===== config.mk =====
export PLATFORM = sky130hd
export DESIGN_NAME = io_serdes_host
export DESIGN_NICKNAME = d
export VERILOG_FILES = /design/src/rtl/io_serdes_pkg.sv /design/src/rtl/io_serdes_host.sv
export SDC_FILE = /design/constraint.sdc
export NUM_CORES = 1
export LEC_CHECK = 0
export CAP_MARGIN = 20
export CORE_UTILIZATION = 52
export CTS_CLUSTER_SIZE = 8
export DETAILED_ROUTE_END_ITERATION = 16
export GPL_ROUTABILITY_DRIVEN = 0
export PLACE_DENSITY = 0.94
export SLEW_MARGIN = 20
export SYNTH_ARGS = -nofsm -noshare
export SYNTH_HDL_FRONTEND = slang
export SYNTH_SLANG_ARGS = --single-unit
export TNS_END_PERCENT = 50

===== constraint.sdc =====
create_clock -name clk -period 6.5 [get_ports clk]
set_input_delay 1.3 -clock clk [delete_from_list [all_inputs] [get_ports clk]]
set_output_delay 1.3 -clock clk [all_outputs]
set_load 0.01 [all_outputs]

===== src/rtl/io_serdes_pkg.sv =====
// Shared types and helpers for the byte-serial adder host.
// Holds the host FSM states, the adder-select encodings and the byte-count helper.
package io_serdes_pkg;

    typedef enum logic [2:0] {
        IDLE,
        SEND_A,
        SEND_B,
        START,
        WAIT,
        READ,
        DONE
    } host_state_t;

    localparam logic [1:0] SEL_RCA = 2'b10;
    localparam logic [1:0] SEL_CLA = 2'b11;

    function automatic int nbytes(input int width);
        return width / 8;
    endfunction

endpackage


===== src/rtl/io_serdes_host.sv =====
// Host-side initiator for the byte-serial adder: streams A then B low byte first,
// strobes the calculation, reads the sum back byte by byte and returns it with the carry-out.
module io_serdes_host
    import io_serdes_pkg::*;
#(
    parameter int WIDTH     = 16,
    parameter int CALC_WAIT = 1,
    parameter int READ_LAT  = 1
) (
    input  logic             clk,
    input  logic             rst,
    input  logic             op_valid,
    output logic             op_ready,
    input  logic [WIDTH-1:0] op_a,
    input  logic [WIDTH-1:0] op_b,
    input  logic             op_rca,
    output logic             res_valid,
    input  logic             res_ready,
    output logic [WIDTH-1:0] res_z,
    output logic             res_ovf,
    output logic [7:0]       dut_in,
    output logic [1:0]       dut_sel,
    output logic             dut_start,
    output logic             dut_output,
    input  logic [7:0]       dut_out,
    input  logic             dut_ovf_cla,
    input  logic             dut_ovf_rca
);

    localparam int NB   = nbytes(WIDTH);
    localparam int CNTW = $clog2(NB + READ_LAT + CALC_WAIT) + 1;

    localparam logic [CNTW-1:0] NB_C     = CNTW'(NB);
    localparam logic [CNTW-1:0] SEND_END = CNTW'(NB - 1);
    localparam logic [CNTW-1:0] WAIT_END = CNTW'(CALC_WAIT - 1);
    localparam logic [CNTW-1:0] READ_END = CNTW'(NB + READ_LAT - 1);

    host_state_t      state_q, state_d;
    logic [CNTW-1:0]  cnt_q, cnt_d;
    logic [WIDTH-1:0] a_q, a_d;
    logic [WIDTH-1:0] b_q, b_d;
    logic             rca_q, rca_d;
    logic [1:0]       sel_q, sel_d;
    logic [WIDTH-1:0] res_z_q, res_z_d;
    logic             res_ovf_q, res_ovf_d;
    logic             res_valid_q, res_valid_d;
    logic [7:0]       dut_in_q, dut_in_d;
    logic             dut_start_q, dut_start_d;
    logic             dut_output_q, dut_output_d;

    always_ff @(posedge clk) begin
        if (rst) begin
            state_q      <= IDLE;
            cnt_q        <= '0;
            a_q          <= '0;
            b_q          <= '0;
            rca_q        <= 1'b0;
            sel_q        <= SEL_CLA;
            res_z_q      <= '0;
            res_ovf_q    <= 1'b0;
            res_valid_q  <= 1'b0;
            dut_in_q     <= '0;
            dut_start_q  <= 1'b0;
            dut_output_q <= 1'b0;
        end else begin
            state_q      <= state_d;
            cnt_q        <= cnt_d;
            a_q          <= a_d;
            b_q          <= b_d;
            rca_q        <= rca_d;
            sel_q        <= sel_d;
            res_z_q      <= res_z_d;
            res_ovf_q    <= res_ovf_d;
            res_valid_q  <= res_valid_d;
            dut_in_q     <= dut_in_d;
            dut_start_q  <= dut_start_d;
            dut_output_q <= dut_output_d;
        end
    end

    always_comb begin
        state_d   = state_q;
        cnt_d     = cnt_q;
        a_d       = a_q;
        b_d       = b_q;
        rca_d     = rca_q;
        sel_d     = sel_q;
        res_z_d   = res_z_q;
        res_ovf_d = res_ovf_q;

        unique case (state_q)
            IDLE: begin
                if (op_valid) begin
                    a_d     = op_a;
                    b_d     = op_b;
                    rca_d   = op_rca;
                    sel_d   = op_rca ? SEL_RCA : SEL_CLA;
                    state_d = SEND_A;
                    cnt_d   = '0;
                end
            end
            SEND_A: begin
                if (cnt_q == SEND_END) begin
                    state_d = SEND_B;
                    cnt_d   = '0;
                end else begin
                    cnt_d = cnt_q + 1'b1;
                end
            end
            SEND_B: begin
                if (cnt_q == SEND_END) begin
                    state_d = START;
                    cnt_d   = '0;
                end else begin
                    cnt_d = cnt_q + 1'b1;
                end
            end
            START: begin
                state_d = WAIT;
                cnt_d   = '0;
            end
            WAIT: begin
                if (cnt_q == WAIT_END) begin
                    state_d = READ;
                    cnt_d   = '0;
                end else begin
                    cnt_d = cnt_q + 1'b1;
                end
            end
            READ: begin
                // Bytes arrive READ_LAT cycles behind each request, so capture lags the counter.
                if (cnt_q == '0) begin
                    res_ovf_d = rca_q ? dut_ovf_rca : dut_ovf_cla;
                end
                if (int'(cnt_q) >= READ_LAT) begin
                    res_z_d[8*(int'(cnt_q) - READ_LAT) +: 8] = dut_out;
                end
                if (cnt_q == READ_END) begin
                    state_d = DONE;
                    cnt_d   = '0;
                end else begin
                    cnt_d = cnt_q + 1'b1;
                end
            end
            DONE: begin
                if (res_ready) begin
                    state_d = IDLE;
                end
            end
            default: begin
                state_d = IDLE;
                cnt_d   = '0;
            end
        endcase

        // Bus outputs are registered, so they are decoded from the next state.
        res_valid_d  = (state_d == DONE);
        dut_start_d  = (state_d == START);
        dut_output_d = (state_d == READ) && (cnt_d < NB_C);
        dut_in_d     = '0;
        if (state_d == SEND_A) begin
            dut_in_d = a_d[8*int'(cnt_d) +: 8];
        end else if (state_d == SEND_B) begin
            dut_in_d = b_d[8*int'(cnt_d) +: 8];
        end
    end

    assign op_ready   = (state_q == IDLE) && !rst;
    assign res_valid  = res_valid_q;
    assign res_z      = res_z_q;
    assign res_ovf    = res_ovf_q;
    assign dut_in     = dut_in_q;
    assign dut_sel    = sel_q;
    assign dut_start  = dut_start_q;
    assign dut_output = dut_output_q;

endmodule

==> out/qor.yml, run 1 <==
clock_network:
  cts_root_buf: "clkbuf_8"
  clk_latency_ps: 340
  postCtsSetupBuffers: 0
  cts_buffers: 9
  cts_resized: 0
  htree_levels: 3
  path_clk_slew_ps: 70
  postCtsHoldBufs: 0
  cts_tree: "yes"
  cts.sinks: 68
  clock_path_buffers: 2
place:
  port_buffers: 76
  post-place-cells: 487
  place_ws_ps: 2560
  hpwlAfterDp_um: 5190
global_route:
  grt_pass1_wl_um: 12600
  grt_max_degree: 55
  first_global_vias: 2686
  antenna_found_initial: 0
  grtUsageTotal: 0.267
  grt-ovfl-total: 0
die:
  rows: 27
  ios: 78
  die_h_um: 78.7
  initial_core_util: 0.549
  coreArea_um2: 5570
  die-area_um2: 6200
  die_w_um: 78.7
power:
  power_density_nw_per_um2: 296
  p_leak_uw: 0.00158
  total_power_uw: 1180
  peakVddDrop_uv: 210
final_layout:
  fin_nets: 483
  n_antenna_cell: 0
  stdcell_count: 503
  area_growth_syn_to_layout_pct: 30.8
  drive_above_1_share: 0.0487
sta:
  finalCritPeriodShare: 0.613
  hold_slack_ps: 460
  setup_slack_ps: 2520
  max_slew_margin: 0.321
  slew_viol_final: 0
  setup_tns_ps: 0
  setup_violations: 0
  max_freq_mhz: 251
  fin_skew_ps: 8.41
  hold_viol: 0
  tightest_slew_ps: 1010
  rsz0062_at_grt: "no"
  fin_crit_ps: 3980
synthesis:
  yosysUniqueCellTypes: 42
  ys.flop_type: "dfxtp_1"
  async_flop_share: 0
  synth_fp_nets: 419
  syn_area_um2: 3060
  syn_avg_cell_area_um2: 8.45
  synth_cells: 362
  yosysWarnings: 0
  yosysSeqAreaShare: 0.445
  synth_edf_count: 0
  ys_ff_latch: 68
route:
  ant_nets: 0
  wl_per_cell_um: 16.0
  first_iter_violations: 251
  drt_wl_total_um: 8060
  drc: 0
  dr_total_vias: 2884
  vias_per_cell: 5.73
  dr.pass1.iters: 5
critical_path:
  cp.arrival_ps: 2680
  worstSetupEndpointType: "primary output"
  path_max_fanout: 54
  cp_slowest_cell: "buf_2"
  cp_cell_sequence: "buf_2 -> nor4_1 -> clkdlybuf4s50_1"
  crit_required_ps: 5200
  slowest_delay_ps: 730
  path_class: "primary input to primary output"
  startpoint_type: "primary input"
outcome:
  status: "complete, no violations"
min_path:
  hold_path_class: "flip-flop to flip-flop"
run:
  maxCapViolCount: 0
## worst max-delay path: cells and delay by family
family | cells | cell delay [ps]
buffers and inverters | 2 | 1250
and+or+nand+nor | 1 | 110
## sequential cells by signal, summed over array words and instances (netlist names)
register	flops
a_q	16
b_q	16
res_z	16
dut_in	8
cnt_q	3
state_q	3
dut_output	1
dut_sel	1
dut_start	1
rca_q	1
res_ovf	1
res_valid	1
## cells in the mapped netlist, types with 2 or more instances
cell | count | area (um2)
nand2_1 | 72 | 270
a21oi_1 | 38 | 190
ha_1 | 10 | 125
a211oi_1 | 8 | 60.1
nor3_1 | 4 | 20.0
nand3_1 | 5 | 25.0
o21ai_0 | 4 | 20.0
buf_2 | 4 | 20.0
dfxtp_1 | 68 | 1360
o21a_1 | 9 | 67.6
nor2_1 | 39 | 146
o221ai_1 | 3 | 26.3
nand4_1 | 2 | 12.5
nor4_1 | 3 | 18.8
and2_1 | 5 | 31.3
mux2i_1 | 36 | 360
a21o_1 | 2 | 15.0
inv_1 | 6 | 22.5
nand3b_1 | 3 | 22.5
clkbuf_1 | 19 | 71.3
## cells in the final DEF, fill, tap and decap left out, types with 2 or more instances in the layout
master and n:
nand4_1 2, o21ai_0 4, clkdlybuf4s50_1 75, clkbuf_8 10
buf_4 2, dfxtp_1 68, nand3b_1 3, and2_1 4
nor3_1 4, ha_1 10, nand3_1 5, inv_1 6
a21oi_1 38, nor4_1 3, o21a_1 9, a211oi_1 8
nor2_1 39, o221ai_1 3, mux2i_1 36, nand2_1 72
a21o_1 2, clkinv_2 4
## cell type report
| type | instances | area, um2 |
|---|---|---|
| well taps | 72 | 90.1 |
| clock buffers | 11 | 141 |
| flip-flops and latches | 68 | 1360 |
| repair buffers | 78 | 771 |
| multi-input cells | 263 | 1590 |
| clock inverters | 5 | 27.5 |
| inverters | 6 | 22.5 |
| fillers | 399 | 1570 |
## logic make-up after synthesis
group,Yosys count,synth area share
compound gates,71,0.144
xor+xnor,2,0.00572
fa+ha+maj,10,0.0409
buf+inv,31,0.0409
flops,68,0.445
mux,36,0.118
other cells,1,0.00123
simple gates,143,0.205
## where the power goes
part | leakage (uW) | switching (uW) | internal, uW
registers | 0.000554 | 35.0 | 456
clock network | 0.0000889 | 161 | 146
logic | 0.000939 | 216 | 169
total | 0.00158 | 412 | 771
## path summary, 6_finish.rpt
path / from / to / slack (ps) / cells past startpoint
min: b_q[10] / b_q[10] / 460 / 2
max reg2reg: cnt_q[0] / res_z[8] / 2600 / 11
max: rst / op_ready / 2520 / 3
min reg2reg: b_q[10] / b_q[10] / 460 / 2
## per-stage QoR
| step | utilization | cell area [um2] |
|---|---|---|
| floorplan | - | 3060 |
| global placement | 0.686 | 3820 |
| detailed placement | 0.686 | 3820 |
| CTS | 0.716 | 3990 |
| global route | 0.718 | 4000 |
| finish | 0.718 | 4000 |
## per-layer routing
layer	global-route usage	share of wire	vias to the layer above	wire length [um]
li1	-	-	1365	-
met1	0.314	0.40	1357	3220
met2	0.442	0.51	126	4090
met3	0.0529	0.053	36	431
met4	0.174	0.040	0	320
met5	0	0	-	0
Note: power is estimated with default switching activity, not from simulation.
==> run 2: changes to the inputs <==
Settings changed: CORE_UTILIZATION 52 to 44, PLACE_DENSITY 0.94 to 0.86.
Clock period 6.5 ns to 3.5 ns, I/O delays scaled along.
==> out/qor.yml, run 2 (synthesized netlist as in run 1, its figures left out) <==
critical_path:
  worstSetupEndpointType: "flip-flop"
  reg2reg_depth: 11  # unchanged
  r2r_start: "cnt_q[0]"
  critical_path.startpoint: "cnt_q[0]"
  crit_top_cell: "ha_1"
  cp_slowest_cell: "or4b_4"
  path_max_fanout: 8  # -85%
  cp_cell_sequence: "inv_1 -> ha_1 -> ha_4 -> nand3_1 -> ha_1 -> nand4b_1 -> or4_1 -> a221oi_2 -> or4b_4 -> mux2i_1 -> nor2_1"
  startpoint_type: "flip-flop"
  r2r_end: "res_z[14]"
  path_class: "flip-flop to flip-flop"
  cp.arrival_ps: 3620  # +940 ps
  regToRegSetupSlack_ps: 70  # -2530 ps
  slowest_delay_ps: 610  # -120 ps
  crit_required_ps: 3690  # -1510 ps
  crit_end: "res_z[14]"
clock_network:
  cts.sinks: 68  # unchanged
  postCtsSetupBuffers: 0  # unchanged
  clk_latency_ps: 340  # about the same
  path_clk_slew_ps: 70  # about the same
  cts_tree: "yes"
  cts_root_buf: "clkbuf_8"
  clock_path_buffers: 2  # unchanged
  cts_buffers: 9  # unchanged
  htree_levels: 3  # unchanged
power:
  pwr-share-clk: 0.284  # +0.025
  peakVddDrop_uv: 359  # +71%
  power_frac_comb: 0.327  # about the same
  swShare: 0.328  # -0.0199
  p_int_uw: 1550  # +100%
  switching_power_uw: 758  # +84%
  power_density_nw_per_um2: 562  # +90%
  p_leak_uw: 0.00163  # +2.8%
  seq_power_share: 0.389  # -0.026
min_path:
  hold_path_class: "flip-flop to flip-flop"
die:
  rows: 30  # +11%
  die_w_um: 85.4  # +8.5%
  coreArea_um2: 6760  # +21%
  die-area_um2: 7290  # +18%
  ios: 78  # unchanged
  initial_core_util: 0.453  # -0.0961
  die_h_um: 85.4  # +8.5%
outcome:
  status: "complete, no violations"
global_route:
  antenna_found_initial: 0  # unchanged
  grtUsageTotal: 0.223  # -0.0441
  first_global_vias: 2712  # +0.97%
  grt-ovfl-total: 0  # unchanged
  grt_max_degree: 54  # -1.8%
  grt_pass1_wl_um: 12800  # +1.2%
final_layout:
  stdcell_count: 517  # +2.8%
  layout_common_cells: "clkdlybuf4s50_1, nand2_1, dfxtp_1"
  n_antenna_cell: 0  # unchanged
  fillerInstances: 567  # +42%
  drive_above_1_share: 0.0686  # +0.0199
  final_area_um2: 4110  # +2.6%
  area_growth_syn_to_layout_pct: 34.2
  fin_nets: 489  # +1.2%
  layout_commonest_cell: "clkdlybuf4s50_1"
sta:
  setup_violations: 0  # unchanged
  fin_skew_ps: 6.69  # -1.71 ps
  fin_crit_ps: 3430
  tightest_slew_ps: 623  # -387 ps
  setup_slack_ps: 74.6  # -2440 ps
  hold_viol: 0  # unchanged
  max_freq_mhz: 292
  finalCritPeriodShare: 0.979
  max_slew_margin: 0.584  # +0.263
  slew_viol_final: 0  # unchanged
place:
  postPlaceCellArea_um2: 3880  # +1.4%
  hpwlAfterDp_um: 5110  # -1.6%
  place_ws_ps: -28.8  # -2590 ps
  port_buffers: 76  # unchanged
  post-place-cells: 501  # +2.9%
route:
  ant_nets: 0  # unchanged
  drc: 0  # unchanged
  first_iter_violations: 209  # -17%
  dr_total_vias: 2788  # -3.3%
  drt_wl_total_um: 7560  # -6.2%
  wl_per_cell_um: 14.6  # -8.8%
  vias_per_cell: 5.39  # -5.9%
  dr.pass1.iters: 4  # -1
run:
  maxCapViolCount: 0  # unchanged
==> run 2: changes by cell type in the layout (fill, tap and decap cells not counted), sizes merged <==
cell,before,now
bufinv,0,1
clkbuf,11,12
buf,3,9
clkinv,4,2
==> run 2: per-stage QoR <==
| stage | hold WS (ps) | power, uW | utilization | TNS, ps |
|---|---|---|---|---|
| 2_1_floorplan | 436 | 1390 | - | 0 |
| 3_3_place_gp | 441 | 1600 | 0.574 | 0 |
| 3_5_place_dp | 446 | 1630 | 0.574 | -36.5 |
| 4_1_cts | 456 | 2280 | 0.605 | 0 |
| 5_1_grt | 475 | 2450 | 0.608 | -497 |
| 6_report | 454 | 2310 | 0.608 | 0 |
==> run 2: worst min-delay path by stage <==
stage | depth (start not counted) | slack (ps) | from | end
after floorplan | 2 | 440 | a_q[0] | a_q[0]
after global placement | 2 | 440 | a_q[0] | a_q[0]
after detailed placement | 2 | 450 | a_q[2] | a_q[2]
after CTS | 2 | 460 | a_q[2] | a_q[2]
after global routing | 2 | 480 | a_q[7] | a_q[7]
final | 2 | 450 | b_q[2] | b_q[2]
==> run 2: per-layer routing <==
metal | vias to the layer above | GRT usage | part of all wire
li1 | 1384 | - | -
met1 | 1313 | 0.276 | 0.43
met2 | 77 | 0.375 | 0.50
met3 | 14 | 0.0613 | 0.049
met4 | 0 | 0.0742 | 0.021
met5 | - | 0 | 0
==> run 2: repair_timing <==
| action | 4_1_cts | 5_1_grt |
|---|---|---|
| pin swaps | 0 | 1 |
| resized for setup | 1 | 4 |
| gates cloned | 0 | 0 |
| hold buffers | 0 | 0 |
| endpoints found under the setup margin | 8 | 8 |
==> run 2: power groups by stage <==
stage	clock [uW]	sequential, uW	combinational, uW
3_5_place_dp	0	914	715
5_1_grt	714	908	827
4_1_cts	663	898	724
3_3_place_gp	0	911	692
6_report	655	899	754
2_1_floorplan	0	908	485
==> run 2: critical path: cells and delay by family (launching register included) <==
family | cells | cell delay (ps)
AO/OA/AOI/OAI | 1 | 320
adder cells (fa/ha/maj) | 3 | 900
buffers and inverters | 1 | 110
flip-flops | 1 | 330
multiplexers | 1 | 210
AND/OR/NAND/NOR | 5 | 1410
==> run 2: cell type report <==
class	instances	area [um2]	area share
multi-input cells	263	1600	0.390
inverters	6	22.5	0.00548
flip-flops and latches	68	1360	0.332
clock buffers	12	155	0.0378
repair buffers	84	816	0.199
clock inverters	4	47.5	0.0116
well taps	80	100	0.0244
==> run 3: changes to the inputs <==
Settings changed: CORE_MARGIN set to 1.5.
==> out/qor.yml, run 3 (synthesized netlist as in run 1, its figures left out) <==
route:
  drt_wl_total_um: 7840  # +3.7%
  drc: 0  # unchanged
  first_iter_violations: 194  # -7.2%
  ant_nets: 0  # unchanged
  dr.pass1.iters: 4  # unchanged
  wl_per_cell_um: 15.2  # +3.7%
  vias_per_cell: 5.46  # +1.3%
  dr_total_vias: 2824  # +1.3%
die:
  die_h_um: 86.4  # +1.2%
  coreArea_um2: 6760  # unchanged
  rows: 30  # unchanged
  ios: 78  # unchanged
  die-area_um2: 7460  # +2.4%
  die_w_um: 86.4  # +1.2%
  initial_core_util: 0.453  # unchanged
global_route:
  grtUsageTotal: 0.220  # -0.00279
  grt-ovfl-total: 0  # unchanged
  antenna_found_initial: 0  # unchanged
  grt_pass1_wl_um: 13000  # +1.4%
  first_global_vias: 2794  # +3.0%
  grt_max_degree: 54  # unchanged
sta:
  tightest_slew_ps: 591  # -32.6 ps
  setup_violations: 0  # unchanged
  fin_skew_ps: 7.80  # +1.11 ps
  finalCritPeriodShare: 0.978  # about the same
  setup_slack_ps: 75.7  # +1.06 ps
  slew_viol_final: 0  # unchanged
  setup_tns_ps: 0  # unchanged
  fin_crit_ps: 3420  # -1.06 ps
  hold_viol: 0  # unchanged
  max_slew_margin: 0.606  # +0.0212
  max_freq_mhz: 292  # about the same
power:
  peakVddDrop_uv: 307  # -15%
  p_int_uw: 1590  # +2.4%
  switching_power_uw: 790  # +4.1%
  power_density_nw_per_um2: 576  # +2.5%
  pwr-share-clk: 0.303  # +0.019
  total_power_uw: 2380  # +3.0%
  seq_power_share: 0.378  # -0.011
  p_leak_uw: 0.00163  # +0.39%
  power_frac_comb: 0.319  # -0.008
  swShare: 0.332  # +0.00374
critical_path:
  crit_buf_inv: 1  # unchanged
  reg2reg_depth: 11  # unchanged
  critPathTopFamily: "simple AND/OR/NAND/NOR gates"
  crit_top_cell: "ha_1"
  regToRegSetupSlack_ps: 80  # about the same
  slowest_delay_ps: 600  # about the same
  path_class: "flip-flop to flip-flop"
  worstSetupEndpointType: "flip-flop"
  crit_required_ps: 3710  # +20 ps
  cp_slowest_cell: "or4b_4"
  cp.arrival_ps: 3630  # about the same
  r2r_start: "cnt_q[1]"
  cp_cell_sequence: "inv_1 -> ha_1 -> ha_4 -> nand3_1 -> ha_1 -> nand4b_1 -> or4_1 -> a221oi_2 -> or4b_4 -> mux2i_1 -> nor2_1"
  startpoint_type: "flip-flop"
  r2r_end: "res_z[14]"
  path_max_fanout: 8  # unchanged
  path_depth: 11  # unchanged
final_layout:
  fin_nets: 489  # unchanged
  area_growth_syn_to_layout_pct: 34.8
  n_antenna_cell: 0  # unchanged
  stdcell_count: 517  # unchanged
  layout_commonest_cell: "clkdlybuf4s50_1"
  drive_above_1_share: 0.0664  # -0.00229
  layout_common_cells: "clkdlybuf4s50_1, nand2_1, dfxtp_1"
place:
  port_buffers: 76  # unchanged
  place_ws_ps: -44.5  # -15.6 ps
  post-place-cells: 501  # unchanged
  hpwlAfterDp_um: 5270  # +3.2%
min_path:
  hold_path_class: "flip-flop to flip-flop"
  min_delay_path_depth: 2  # unchanged
  min-delay-start: "a_q[2]"
  holdPathEnd: "a_q[2]"
clock_network:
  cts_root_buf: "clkbuf_8"
  cts_buffers: 9  # unchanged
  path_clk_slew_ps: 70  # about the same
  clock_path_buffers: 2  # unchanged
  htree_levels: 3  # unchanged
  cts_tree: "yes"
  cts.sinks: 68  # unchanged
  clk_latency_ps: 350  # about the same
run:
  maxCapViolCount: 0  # unchanged
outcome:
  status: "complete, no violations"
[run 3: stage by stage]
step,hold slack (ps),utilization,area (um2)
2_1_floorplan,436,-,3060
3_5_place_dp,447,0.574,3880
5_1_grt,477,0.611,4130
6_report,455,0.611,4130
3_3_place_gp,441,0.574,3880
4_1_cts,457,0.608,4110
[run 3: worst max path at each step]
stage	startpoint	to	slack, ps
CTS	cnt_q[1]	res_z[14]	60
detailed placement	cnt_q[1]	res_z[14]	-40
global placement	cnt_q[1]	res_z[11]	180
global route	cnt_q[1]	res_z[14]	-60
floorplan	cnt_q[0]	res_z[15]	250
finish	cnt_q[1]	res_z[14]	80
[run 3: final cells by class]
| class | instances | area, um2 |
|---|---|---|
| clock inverters | 7 | 98.8 |
| inverters | 6 | 22.5 |
| fillers | 565 | 2630 |
| clock buffers | 9 | 124 |
| multi-input cells | 263 | 1600 |
| repair buffers | 84 | 816 |
| well taps | 80 | 100 |
| flip-flops and latches | 68 | 1360 |
[run 3: per-layer routing]
layer / GRT usage / wire [um]
met1: 0.261 / 3280
met2: 0.381 / 4090
met3: 0.0333 / 297
met4: 0.120 / 174
met5: 0 / 0
[run 3: worst min-delay path: cells and delay by family (launching register included)]
family / cells / cell delay [ps]
flops: 1 / 310
compound gates: 1 / 50
simple gates: 1 / 50
[run 3: power groups by stage]
stage	Clock [uW]	Combinational, uW	Sequential, uW
after floorplan	0	485	908
after global placement	0	693	911
after detailed placement	0	719	914
after CTS	729	731	897
after global routing	766	826	908
final	720	759	897
[run 3: what timing repair did]
item / CTS / global route
hold buffers: 0 / 0
cloned: 0 / 0
pin swaps: 0 / 1
buffers inserted: 0 / 0
gates resized for setup: 1 / 2
endpoints found under the setup margin: 8 / 8
==> patch, RTL diff (settings of run 2) <==
Re-encode `host_state_t` (7 states) as one-hot, 7 bits wide.
--- a/src/rtl/io_serdes_pkg.sv
+++ b/src/rtl/io_serdes_pkg.sv
@@ -3,12 +3,12 @@
 package io_serdes_pkg;
 
-    typedef enum logic [2:0] {
-        IDLE,
-        SEND_A,
-        SEND_B,
-        START,
-        WAIT,
-        READ,
-        DONE
+    typedef enum logic [6:0] {
+        IDLE   = 7'b0000001,
+        SEND_A = 7'b0000010,
+        SEND_B = 7'b0000100,
+        START  = 7'b0001000,
+        WAIT   = 7'b0010000,
+        READ   = 7'b0100000,
+        DONE   = 7'b1000000
     } host_state_t;
 
Check against the original RTL: same outputs for any inputs over 10 cycles, from zero or initial values and one cycle with rst high; not proved beyond that.
==> patch against run 2 <==
Final area is 7.4% higher; sequential share of layout area is 0.53 points lower; setup slack better by 0.38 ns; non-clock buffer count is 2 lower; wire length is 10% higher; highest routed layer unchanged; largest cell class unchanged; global-route usage is 0.97 points lower; synthesized area is 12% higher; sequential cell count is 4 higher.
Power is not compared: it rests on default switching activity, and its combinational part moved more than twofold at a synthesized area within 25%.
==> patch: results (changes against run 2) <==
| Metric | Value |
|---|---|
| Status | finished clean |
| Fin nets | 518 (+5.9%) |
| Vias in the first global route | 3062 (+13%) |
| WP data arrival | 3.28 ns (-0.34 ns) |
| Slowest CP cell | dfxtp_1 |
| Hold Slack | 0.463 ns (+0.00911 ns) |
| Placement Setup Slack | 0.471 ns (+0.500 ns) |
| Placement Cell Area | 0.00419 sq mm (+7.9%) |
| Synth area leaders | dfxtp_1, nand2_1, mux2i_1, a21oi_1, ha_1 |
| Placed Instances | 549 (+9.6%) |
| Routed length on met3 | 478 um (+30%) |
| Wl on met1 | 3660 um (+13%) |
| Detailed-placement wirelength estimate | 5860 um (+15%) |
| Sequential fraction of the synthesis area | 42.2% (-2.3 points) |
| Final worst-path cycle share | 87.0% (-11 points) |
| Routed wl met2 | 4000 um (+5.8%) |
| Layout cell share with drive strength beyond 1 | 8.37% (+1.5 points) |
| Total GRT Usage | 21.3% (-0.97 points) |
| Min-delay src | a_q[2]$_SDFF_PP0_ |
| Met1 GRT Util | 26.4% (-1.2 points) |
| Final wirelength | 8350 um (+10%) |
| DR iter-0 viols | 246 (+18%) |
| Fill cells | 632 (+11%) |
| CP max FO | 12 (+4) |
| Synth unique cells | 55 (+31%) |
| Wire length of the first global-routing pass | 14000 um (+9.8%) |
| Layout Skew | 0.0114 ns (+0.00466 ns) |
| Reg2reg path depth | 10 (-1) |
| Detailed Routing Iterations Pass 1 | 5 (+1) |
| Largest net degree at the start of global routing | 42 (-22%) |
| Cell Count, Final, Fillers Out | 565 (+9.3%) |
==> patch: cell types whose count changed in the layout (fill, tap and decap cells not counted), sizes merged, moves of 6 or more <==
cell / before / now
nor2: 39 / 29
mux2i: 36 / 27
o21a: 9 / 0
o21ai: 4 / 13
nand3: 5 / 13
a211oi: 8 / 1
a21oi: 38 / 45
nand2: 72 / 78
==> patch: cell type report <==
type	instances	area [sq um]	share of cell area [%]
Tap cell	99	124	2.81
Multi-Input combinational cell	288	1790	40.6
Clock buffer	9	124	2.81
Timing Repair Buffer	82	801	18.2
Clock inverter	7	103	2.33
Sequential cell	72	1440	32.7
Inverter	8	30.0	0.681
==> patch: kinds of logic after synthesis <==
group	after synthesis	share of synthesized area [%]
mux	31	9.35
other cells	1	0.110
buf+inv	37	5.57
flops	72	42.2
fa+ha+maj	10	3.67
compound gates	85	15.9
xor+xnor	4	1.03
simple gates	157	22.2
==> patch: worst min-delay path, stage by stage (launching register included) <==
cell and delay [ns]:
dfxtp_1 0.32, nand2_1 0.05, a21oi_1 0.05
